File: config.mk
export PLATFORM = sky130hd
export DESIGN_NAME = congestion_scheduler
export DESIGN_NICKNAME = d
export VERILOG_FILES = /design/src/rtl/congestion_scheduler.sv
export SDC_FILE = /design/constraint.sdc
export NUM_CORES = 1
export LEC_CHECK = 0
export ABC_AREA = 1
export BUFFER_PORTS_ARGS = -buffer_cell sky130_fd_sc_hd__buf_2
export CAP_MARGIN = 20
export CORE_MARGIN = 3
export CORE_UTILIZATION = 40
export DETAILED_ROUTE_END_ITERATION = 10
export PLACE_DENSITY_LB_ADDON = 0.3
export SYNTH_ARGS = -nofsm -noshare
export SYNTH_HDL_FRONTEND = slang
export SYNTH_SLANG_ARGS = --single-unit
File: constraint.sdc
create_clock -name clk_i -period 4.3 [get_ports clk_i]
set_input_delay 1.29 -clock clk_i [delete_from_list [all_inputs] [get_ports clk_i]]
set_output_delay 1.29 -clock clk_i [all_outputs]
set_load 0.02 [all_outputs]
File: src/rtl/congestion_scheduler.sv
// Pseudo-random back-pressure injector for NUM_CH valid/ready channels.
// A shared Galois LFSR drives per-channel OPEN/STALL FSMs; no data is ever stored.
module congestion_scheduler #(
    parameter int unsigned NUM_CH    = 4,
    parameter logic [15:0] SEED      = 16'hACE1,
    parameter int unsigned MAX_BURST = 15,
    localparam int unsigned BW       = $clog2(MAX_BURST + 1)
) (
    input  logic              clk_i,
    input  logic              rst_ni,
    input  logic              cfg_en_i,
    input  logic [6:0]        cfg_level_i,
    input  logic [BW-1:0]     cfg_burst_i,
    input  logic [NUM_CH-1:0] valid_i,
    output logic [NUM_CH-1:0] ready_o,
    output logic [NUM_CH-1:0] valid_o,
    input  logic [NUM_CH-1:0] ready_i,
    output logic [31:0]       stall_cnt_o
);

    localparam logic [15:0] LFSR_INIT = (SEED == 16'h0000) ? 16'h0001 : SEED;
    localparam int unsigned PW        = $clog2(NUM_CH + 1);

    typedef enum logic {
        ST_OPEN,
        ST_STALL
    } ch_state_e;

    logic [15:0]       lfsr_q;
    logic [15:0]       lfsr_d;
    logic [6:0]        level_clamped;
    logic [BW-1:0]     burst_load;
    logic [NUM_CH-1:0] stalled;
    logic [PW-1:0]     stall_pop;
    logic [32:0]       stall_sum;
    logic [31:0]       stall_cnt_q;
    logic [31:0]       stall_cnt_d;

    // Right-shifting Galois form of x^16+x^14+x^13+x^11+1.
    assign lfsr_d = {1'b0, lfsr_q[15:1]} ^ (lfsr_q[0] ? 16'hB400 : 16'h0000);

    always_ff @(posedge clk_i or negedge rst_ni) begin
        if (!rst_ni) begin
            lfsr_q <= LFSR_INIT;
        end else begin
            lfsr_q <= lfsr_d;
        end
    end

    assign level_clamped = (cfg_level_i > 7'd100) ? 7'd100 : cfg_level_i;
    assign burst_load    = (cfg_burst_i == '0) ? BW'(1) : cfg_burst_i;

    for (genvar c = 0; c < NUM_CH; c++) begin : g_ch
        localparam int unsigned ROT = (4 * c) % 16;

        ch_state_e     state_q;
        ch_state_e     state_d;
        logic [BW-1:0] burst_q;
        logic [BW-1:0] burst_d;
        logic [7:0]    draw_byte;
        logic [6:0]    draw;
        logic          pending;

        // Each channel sees a different nibble rotation so channels decorrelate.
        assign draw_byte = 8'((lfsr_q >> ROT) | (lfsr_q << ((16 - ROT) % 16)));
        assign draw      = 7'((16'(draw_byte) * 16'd100) >> 8);
        assign pending   = valid_i[c] & ~ready_i[c];

        always_ff @(posedge clk_i or negedge rst_ni) begin
            if (!rst_ni) begin
                state_q <= ST_OPEN;
                burst_q <= '0;
            end else begin
                state_q <= state_d;
                burst_q <= burst_d;
            end
        end

        // A pending beat blocks the decision so valid_o is never withdrawn mid-beat.
        always_comb begin
            state_d = state_q;
            burst_d = burst_q;
            unique case (state_q)
                ST_OPEN: begin
                    if (!pending && cfg_en_i && (draw < level_clamped)) begin
                        state_d = ST_STALL;
                        burst_d = burst_load;
                    end
                end
                ST_STALL: begin
                    if (!cfg_en_i || (burst_q == BW'(1))) begin
                        state_d = ST_OPEN;
                        burst_d = '0;
                    end else begin
                        burst_d = burst_q - BW'(1);
                    end
                end
                default: begin
                    state_d = ST_OPEN;
                    burst_d = '0;
                end
            endcase
        end

        assign valid_o[c] = (state_q == ST_OPEN) & valid_i[c];
        assign ready_o[c] = (state_q == ST_OPEN) & ready_i[c];
        assign stalled[c] = (state_q == ST_STALL) & valid_i[c];
    end

    always_comb begin
        stall_pop = '0;
        for (int i = 0; i < NUM_CH; i++) begin
            stall_pop = stall_pop + PW'(stalled[i]);
        end
    end

    // Carry out of the 33-bit sum means the counter would wrap, so pin it instead.
    assign stall_sum   = {1'b0, stall_cnt_q} + 33'(stall_pop);
    assign stall_cnt_d = stall_sum[32] ? 32'hFFFF_FFFF : stall_sum[31:0];

    always_ff @(posedge clk_i or negedge rst_ni) begin
        if (!rst_ni) begin
            stall_cnt_q <= '0;
        end else begin
            stall_cnt_q <= stall_cnt_d;
        end
    end

    assign stall_cnt_o = stall_cnt_q;

endmodule

==> summary.md <==
| Metric | Value |
|---|---|
| Pin count of the biggest net entering global routing | 34 |
| Worst Path Arrival | about 4.3 ns |
| Critical Path Stages | 21 |
| Max Cap Viol | 0 |
| FF-to-FF path depth | 21 |
| Fmax | between 0.2 and 0.25 GHz |
| Worst endpoint required time | around 4.6 ns |
| Total gr overflow | 0 |
| Root Driver | clkbuf_16 |
| DR vias | around 5.3k |
| R2R Setup Slk | between 0.2 and 0.3 ns |
| Switching share of power | around 36% |
| Period minus WS final | between 4 and 5 ns |
| Die width | 132 µm |
| YS warnings | 0 |
| Final hold violation count | 0 |
| Min-Delay Startpoint | lfsr_q[6] |
| Port bufs | 61 |
| Htree depth | 3 |
| Cell taking the most area after synthesis | ha_1 |
| Tot GR Track Use | approximately 17% |
| Clk slew on worst S/H paths | 0.06 ns |
| Skew final | a little over 0.006 ns |
| Core area | approximately 15000 µm² |
| Max FO, Critical Path | 6 |
| EDFF count, synth | 0 |
| Max VDD drop | around 0.2 mV |
| Global-route wire length before repair | 25200 µm |
| Leak | approximately 0.0043 µW |
| Hold Crit Depth | 0 |
| Crit path max-delay family | adder cells |
| Combinational share of power | a little over a quarter |
| Internal power | approximately 1400 µW |
| CP Launch Point | lfsr_q[3] |
| Seq pwr share | about two fifths |
| CP bufs+invs | 2 |
| Final Max Slew Viols | 0 |
| Reg area | roughly 1700 µm² |
| Starting Density | between 40% and 50% |
| FP Rows | 45 |
| Setup violators final | 0 |
| Num CTS Buffers | 9 |
| Relative slew slack | a little under half |
| Total power | about 2200 µW |
| Layout Nets | between 1k and 1.5k |
| Post-route setup TNS | 0 ns |
| Count of boundary I/O pins | just over 60 |
| Synthesis-stage register bit count | 68 |
| ANT nets after route | 0 |
| Final Routed Wirelength | ~14000 µm |
| Die Span Y | 132 µm |
| Critical path startpoint category | flip-flop |
| Async S/R FF share, synth | between 90% and 100% |
| WS Path Type | reg -> reg |
| Post-synth top area share | a little under a quarter |
| Post-synth net total | about 950 |
| ANT cells | 0 |
| Antenna violations before repair | 0 |
| Area contributors post-synth | ha_1 (24%), dfrtp_1 (24%), nand2_1 (10%) |
| RR Startpoint | lfsr_q[3] |
| # clock sinks | between 60 and 70 |
| Share of layout cells above drive strength 1 | around an eighth |
| Drt via density | between 4 and 5 |
| Slowest stage delay, CP | 0.49 ns |
| Placer Congestion | ~0.85 |
| 1st-pass router iterations | 4 |
| Post-synthesis cell count | between 700 and 800 |
| DR WL/cell | between 10 and 15 µm |
| Worst Hold Class | reg -> reg |
| Residual DRC | 0 |
| Post-synthesis sequential area ratio | between 20% and 30% |
| Vias in the first global route | approximately 5.3k |
| CP cell instances | ha_1, ha_1, inv_1, fa_1, inv_1, ha_1, nand2_1, a21oi_1, a211oi_1, nand2_1, nand3_1, nand2_1, xor2_1, ha_1, a211oi_2, o211ai_1, a21oi_1, nand2_2, nand2_1, nand2_1, nand2_1 |
| Mapped cell area | 6370 µm² |
| Unrepaired setup endpoints after global routing | false |
| Post-Syn Area per Cell | between 7 and 8 µm² |
| Least-Margin Pin Slew | just over 0.8 ns |
| Net Sw Power | between 700 and 800 µW |
| Non-Filler Instances | approximately 1.1k |
| Max clock buf depth | 2 |
| Power Density | around 300 nW/µm² |
| Crit path max-delay cell type | fa_1 |
| Synth Flop Type | dfrtp_1 |
| Multi-input gate area | between 4000 and 5000 µm² |
| Number of DRC markers in iteration 0 | ~260 |
| Fillers | approximately 1.6k |
| Post-DP HPWL | 11600 µm |
| Placed Instances | 1068 |
| CP Capture Type | flip-flop |
| Worst-Skew Late Latency | roughly 0.34 ns |
| Synth-to-layout area growth | 13.8% |
| Tcrit/Tclk final | 93.0% |
| Hold buffers post-CTS | 0 |
| Critical path's most frequent cell | nand2_1 |
| Die area | ~17000 µm² |
| Clk pwr share | between 30% and 40% |
| CTS tree | done |
| Count of cell types in the netlist | 40 |
| Status | completed |
[cells by family after synthesis]
kind of cell / after synthesis / synth area share (%)
simple gates: 337 / 24.4
xor+xnor: 46 / 6.32
buf+inv: 131 / 7.76
compound gates: 83 / 7.42
fa+ha+maj: 132 / 27.2
flops: 68 / 26.9
[power by group through the flow]
stage / clock network [µW] / logic, µW / registers (µW)
global placement: 0 / 580 / 888
global route: 755 / 680 / 897
CTS: 725 / 598 / 878
floorplan: 0 / 424 / 876
finish: 706 / 587 / 880
detailed placement: 0 / 594 / 886
[metrics by stage]
| step | hold slack (ns) | utilization [%] | setup WS (ns) | cell area (µm²) |
|---|---|---|---|---|
| after floorplan | 0.380 | - | 0.643 | 6370 |
| after global placement | 0.395 | 45.3 | 0.301 | 6970 |
| after detailed placement | 0.404 | 45.3 | 0.234 | 6970 |
| after CTS | 0.410 | 47.1 | 0.263 | 7250 |
| after global routing | 0.421 | 47.2 | 0.0108 | 7250 |
| final | 0.414 | 47.2 | 0.299 | 7250 |
[per-layer routing]
metal  track usage [%]  vias to the layer above  part of all wire, %
li1                  -                     2776                    -
met1              23.5                     2454                   49
met2              29.0                       79                   47
met3              2.98                       16                  2.9
met4              5.14                        0                  1.7
met5                 0                        -                    0
[registers in the layout, indices dropped and copies added (netlist names)]
register,cells
g_ch.state_q,4
stall_cnt_o,32
g_ch.burst_q,16
lfsr_q,16
[final timing paths]
path | to
min reg2reg | lfsr_q[5]
max reg2reg | g_ch[0].burst_q[2]
max in group asynchronous | g_ch[2].burst_q[0]
max | g_ch[0].burst_q[2]
min | lfsr_q[5]
min in group asynchronous | lfsr_q[4]
[layout make-up]
cell class | count | area share, %
Clock buffer | 11 | 3.35
Clock inverter | 5 | 0.500
Inverter | 125 | 6.47
Multi-Input combinational cell | 598 | 57.5
Sequential cell | 68 | 23.6
Tap cell | 211 | 3.64
Timing Repair Buffer | 66 | 4.90
[synthesized netlist by cell type (15+ instances only)]
master and count:
xor2_1 29, nand2_1 177, inv_1 123, nand4_1 15
nor2_1 40, xnor2_1 17, ha_1 121, o22ai_1 17
nand3_1 59, a21oi_1 33, o21ai_0 16, dfrtp_1 60
[repair_timing]
action                     4_1_cts  5_1_grt
setup endpoints to repair        0        5
resized for setup                0        2
setup buffers                    0        0
[layout by cell type, fill, tap and decap left out, drive strengths merged]
cell type | netlist | routed
nor3b | 1 | 1
xor2 | 29 | 29
a211oi | 2 | 2
or2 | 8 | 8
nor2 | 46 | 46
dfrtp | 60 | 60
nand3 | 60 | 60
buf | 2 | 66
o21bai | 3 | 3
clkinvlp | 0 | 3
a21oi | 33 | 33
or3 | 1 | 1
o21ai | 18 | 18
a31oi | 2 | 2
dfstp | 8 | 8
nor3 | 16 | 16
nor4 | 3 | 3
clkinv | 0 | 1
clkbuf | 4 | 11
o22ai | 17 | 17
nand2 | 182 | 182
fa | 11 | 11
nand3b | 3 | 3
inv | 125 | 126
nand4 | 16 | 16
o31a | 1 | 1
ha | 121 | 121
and3 | 1 | 1
o211ai | 7 | 7
xnor2 | 17 | 17
No activity file was read; power rests on OpenSTA's default activity.
